--- src/rtl/stack_row_engine_pkg.sv ---
// Shared types and constants for the stacker game row writer.
package stack_row_engine_pkg;

    localparam int unsigned ROW_W     = 8;
    localparam int unsigned ROW_IDX_W = 3;
    localparam int unsigned STATE_W   = 3;

    localparam logic [ROW_IDX_W-1:0] LAST_ROW = 3'd7;

    typedef enum logic [STATE_W-1:0] {
        ST_IDLE    = 3'd0,
        ST_CLEAR   = 3'd1,
        ST_SLIDE   = 3'd2,
        ST_DROP    = 3'd3,
        ST_ADVANCE = 3'd4,
        ST_LOSE    = 3'd5,
        ST_WIN     = 3'd7
    } state_t;

    typedef enum logic {
        DIR_RIGHT = 1'b0,
        DIR_LEFT  = 1'b1
    } dir_t;

endpackage

--- src/rtl/stack_row_shifter.sv ---
// One bounce step of the sliding segment; a full row cannot move.
module stack_row_shifter
    import stack_row_engine_pkg::*;
(
    input  logic [ROW_W-1:0] pattern,
    input  dir_t             dir,
    output logic [ROW_W-1:0] next_pattern_c,
    output dir_t             next_dir_c,
    output logic             moved_c
);

    always_comb begin
        next_pattern_c = pattern;
        next_dir_c     = dir;
        moved_c        = 1'b0;
        if (!(pattern[ROW_W-1] && pattern[0])) begin
            moved_c = 1'b1;
            if (dir == DIR_RIGHT) begin
                if (!pattern[0]) begin
                    next_pattern_c = pattern >> 1;
                end else begin
                    next_pattern_c = pattern << 1;
                    next_dir_c     = DIR_LEFT;
                end
            end else begin
                if (!pattern[ROW_W-1]) begin
                    next_pattern_c = pattern << 1;
                end else begin
                    next_pattern_c = pattern >> 1;
                    next_dir_c     = DIR_RIGHT;
                end
            end
        end
    end

endmodule

--- src/rtl/stack_row_engine.sv ---
// Stacker game FSM: slides a segment, drops it onto the row below and
// emits registered row writes, array clears and the game state.
module stack_row_engine
    import stack_row_engine_pkg::*;
#(
    parameter int unsigned INIT_WIDTH = 3
) (
    input  logic                 clk,
    input  logic                 reset,
    input  logic                 btn,
    input  logic                 updateClk,
    output logic [ROW_W-1:0]     val,
    output logic [ROW_IDX_W-1:0] rowIndex,
    output logic                 writeStrobe,
    output logic                 clrarray,
    output logic [STATE_W-1:0]   state
);

    localparam logic [ROW_W-1:0] INIT_PATTERN = ~({ROW_W{1'b1}} >> INIT_WIDTH);

    state_t               state_q, state_d;
    logic [ROW_W-1:0]     val_q, val_d;
    logic [ROW_IDX_W-1:0] row_q, row_d;
    logic                 strobe_q, strobe_d;
    logic                 clr_q, clr_d;
    logic [ROW_W-1:0]     pattern_q, pattern_d;
    logic [ROW_W-1:0]     prev_q, prev_d;
    dir_t                 dir_q, dir_d;

    logic [ROW_W-1:0]     shift_pattern_c;
    dir_t                 shift_dir_c;
    logic                 shift_moved_c;
    logic [ROW_W-1:0]     landed_c;
    logic                 start_game_c;

    stack_row_shifter u_shifter (
        .pattern        (pattern_q),
        .dir            (dir_q),
        .next_pattern_c (shift_pattern_c),
        .next_dir_c     (shift_dir_c),
        .moved_c        (shift_moved_c)
    );

    assign landed_c = pattern_q & prev_q;

    // Next-state and next-output logic; pulses default low every cycle.
    always_comb begin
        state_d      = state_q;
        val_d        = val_q;
        row_d        = row_q;
        strobe_d     = 1'b0;
        clr_d        = 1'b0;
        pattern_d    = pattern_q;
        prev_d       = prev_q;
        dir_d        = dir_q;
        start_game_c = 1'b0;

        case (state_q)
            ST_IDLE: begin
                if (btn) start_game_c = 1'b1;
            end
            ST_CLEAR: begin
                state_d = ST_SLIDE;
            end
            ST_SLIDE: begin
                if (btn) begin
                    state_d = ST_DROP;
                end else if (updateClk && shift_moved_c) begin
                    pattern_d = shift_pattern_c;
                    dir_d     = shift_dir_c;
                    val_d     = shift_pattern_c;
                    strobe_d  = 1'b1;
                end
            end
            ST_DROP: begin
                strobe_d = 1'b1;
                if (landed_c == '0) begin
                    val_d   = '0;
                    state_d = ST_LOSE;
                end else begin
                    val_d     = landed_c;
                    prev_d    = landed_c;
                    pattern_d = landed_c;
                    state_d   = (row_q == LAST_ROW) ? ST_WIN : ST_ADVANCE;
                end
            end
            ST_ADVANCE: begin
                row_d    = row_q + 3'd1;
                val_d    = pattern_q;
                strobe_d = 1'b1;
                state_d  = ST_SLIDE;
            end
            ST_LOSE, ST_WIN: begin
                if (btn) start_game_c = 1'b1;
            end
            default: begin
                state_d = ST_IDLE;
            end
        endcase

        // Clear is issued on the entry edge so it is high while in CLEAR.
        if (start_game_c) begin
            state_d   = ST_CLEAR;
            clr_d     = 1'b1;
            row_d     = '0;
            prev_d    = {ROW_W{1'b1}};
            dir_d     = DIR_RIGHT;
            pattern_d = INIT_PATTERN;
        end
    end

    always_ff @(posedge clk or posedge reset) begin
        if (reset) begin
            state_q   <= ST_IDLE;
            val_q     <= '0;
            row_q     <= '0;
            strobe_q  <= 1'b0;
            clr_q     <= 1'b0;
            pattern_q <= '0;
            prev_q    <= {ROW_W{1'b1}};
            dir_q     <= DIR_RIGHT;
        end else begin
            state_q   <= state_d;
            val_q     <= val_d;
            row_q     <= row_d;
            strobe_q  <= strobe_d;
            clr_q     <= clr_d;
            pattern_q <= pattern_d;
            prev_q    <= prev_d;
            dir_q     <= dir_d;
        end
    end

    assign val         = val_q;
    assign rowIndex    = row_q;
    assign writeStrobe = strobe_q;
    assign clrarray    = clr_q;
    assign state       = state_q;

endmodule
--- config.mk ---
export PLATFORM = sky130hd
export DESIGN_NAME = stack_row_engine
export DESIGN_NICKNAME = d
export VERILOG_FILES = /design/src/rtl/stack_row_engine_pkg.sv /design/src/rtl/stack_row_shifter.sv /design/src/rtl/stack_row_engine.sv
export SDC_FILE = /design/constraint.sdc
export NUM_CORES = 1
export LEC_CHECK = 0
export ABC_AREA = 1
export CELL_PAD_IN_SITES_DETAIL_PLACEMENT = 1
export CELL_PAD_IN_SITES_GLOBAL_PLACEMENT = 1
export CORE_ASPECT_RATIO = 1.1
export CORE_UTILIZATION = 43
export DETAILED_ROUTE_END_ITERATION = 12
export HOLD_SLACK_MARGIN = 0.03
export PLACE_DENSITY_LB_ADDON = 0.3
export SLEW_MARGIN = 15
export SYNTH_ARGS = -nofsm -noshare
export SYNTH_HDL_FRONTEND = slang
export SYNTH_SLANG_ARGS = --single-unit
--- constraint.sdc ---
create_clock -name clk -period 3.71 [get_ports clk]
set_input_delay 1.113 -clock clk [delete_from_list [all_inputs] [get_ports clk]]
set_output_delay 1.113 -clock clk [all_outputs]
set_load 0.005 [all_outputs]
==> results.cfg <==
[global_routing]
grt_pass1_vias = 1858
grt_pass1_wl_um = 8720
overflow = 0
grt_use_total = 0.253
grt_max_degree = 34
antenna_found_initial = 0

[timing]
worst_slew_pin_slew_ps = 745
rsz0062_at_grt = no
finalClockSkew_ps = 7.07
finalCriticalPeriod_ps = 2380
drv_slew = 0
setup_viol = 0
tns_ps = 0
relSlewSlack = 0.502
fin_hold_ws_ps = 465
max_freq_mhz = 421
timing.final.crit_share = 0.641
hold_viol_final = 0

[finish]
syn_to_final_growth_pct = 16.9
nNetsFinal = 290
layout-drive-gt1-share = 0.0947
antenna_cells = 0

[flow_run]
maxCapViolations = 0

[yosys]
synth_edf_count = 0
synth-async-reset-ratio = 1.00
synth_commonest_cells = nand2_1, nand3_1, inv_1
yosys.cell_count.top_type = nand2_1
synth_top_area_frac = 0.335
ys_types = 22
ys_warn_count = 0
syn_nets = 267
synth_top_flop_cell = dfrtp_1
ys_ff_latch = 33
syn_inst = 261
synth.area.top_cells = dfrtp_1, nand2_1, dfstp_2
ys_seq_area_frac = 0.447
syn_area_um2 = 1870
avgSynthCellArea_um2 = 7.16
synth_top_area_cell = dfrtp_1

[power_and_ir_drop]
ir_drop_v = 0.000349
p_leak_nw = 1.17
power_mw = 1.72
power.density_nw_per_um2 = 789

[cts]
clk_latency_ps = 290
clockBufferDepth = 2
ctsHoldBuffers = 0
cts.sinks = 33
path_clk_slew_ps = 70
cts_root_buffer = clkbuf_8
htreeDepth = 2
cts_buffers = 5
post_cts_buffers = 0
cts-resized-gates = 0
cts_tree = done

[floorplanning]
core_area_um2 = 4050
start_util = 0.461
die_area_um2 = 4610
fp.dieH_um = 71.1
die_x_um = 64.8
placementRows = 24
ios = 20

[setup_path]
crit_family = buffers and inverters
startpoint = state[0]
r2r_cells = 6
r2r-start = state[0]
cp-endpoint = state[0]
crit_buf_inv = 1
reg2reg_to = pattern_q[1]
path_max_fanout = 6
reg2reg_slack_ps = 1450
start_kind = register
crit_type = reg2out
end_kind = output pin
crit_arrival_ps = 1260
slowest_stage = clkdlybuf4s50_1
path_depth = 1
critical_path.cell_chain = clkdlybuf4s50_1
required_ps = 2600
max_stage_delay_ps = 540

[placed_design]
port_buffers = 19
post-dp-hpwl_um = 3890
gp_congestion = 0.824

[route]
drt-total-wl_um = 5250
dr.pass1.iters = 4
viasPerCell = 5.40
drc = 0
wire_per_inst_um = 15.6
ant_nets = 0
vias = 1820
drt_iter0_markers = 105

[min_path]
min_path_type = reg2reg

[run_status]
status = finished, final reports clean
## stage by stage
stage          area [µm²]  instances  utilization  setup slack (ps)
6_report             2180        337        0.539              1330
3_3_place_gp         2100        329        0.519              1200
4_1_cts              2180        337        0.539              1320
5_1_grt              2180        337        0.539              1290
3_5_place_dp         2100        329        0.519              1110
2_1_floorplan        1870        261            -              1820
## metal layers
metal,global-route usage,wire (µm),vias to the layer above
met5,0,0,-
met2,0.422,2600,41
met4,0.119,156,0
met3,0.0516,180,13
met1,0.309,2310,883
li1,-,-,883
## sequential cells by signal, summed over array words and instances, names as in the netlist
register	count
clrarray	1
val	8
rowIndex	3
state	3
prev_q	8
dir_q	1
writeStrobe	1
pattern_q	8
## report_power, final
part           switching, mW  leakage, nW  internal (mW)
Clock                  0.133       0.0395          0.133
Sequential             0.116        0.409          0.512
Combinational          0.510        0.724          0.318
## area by class of cell
| class | count | area [µm²] |
|---|---|---|
| Clock buffer | 8 | 80.1 |
| Fill cell | 537 | 1870 |
| Inverter | 32 | 120 |
| Multi-Input combinational cell | 192 | 885 |
| Sequential cell | 33 | 836 |
| Tap cell | 52 | 65.1 |
| Timing Repair Buffer | 20 | 198 |
## logic make-up (layout without fill, tap and decap cells)
kind of cell             count (synthesis)  count (layout)  synth area share
XOR/XNOR                                 1               1           0.00469
flip-flops                              33              33             0.447
buffers and inverters                   36              60            0.0790
AND/OR/NAND/NOR                        159             159             0.370
adder cells (fa/ha/maj)                  2               2            0.0134
AO/OA/AOI/OAI                           30              30            0.0857
## how the worst min path moves through the flow
stage,from,endpoint,slack (ps),depth (start not counted)
after floorplan,prev_q[7],prev_q[7],440,2
after global placement,prev_q[7],prev_q[7],450,2
after detailed placement,prev_q[7],prev_q[7],460,2
after CTS,prev_q[7],prev_q[7],470,2
after global routing,prev_q[7],prev_q[7],500,2
final,prev_q[7],prev_q[7],460,2
## placed cells by master (no fill, tap or decap), drive strengths merged
cell type,count
o21ai,18
dfstp,8
dfrtp,25
xor2,1
buf,1
nor2,29
inv,32
nand2,92
nand3,33
a22oi,3
nand4,5
a211oi,1
ha,2
a21oi,8
clkdlybuf4s50,19
clkbuf,8
## worst register-to-register path: stages, from the launching register on
cell	delay [ps]
dfrtp_1	440
inv_1	130
nor2_1	600
nand2_1	520
nand2_1	330
nand2_1	80
o21ai_0	90
(Power assumes the default switching activity.)
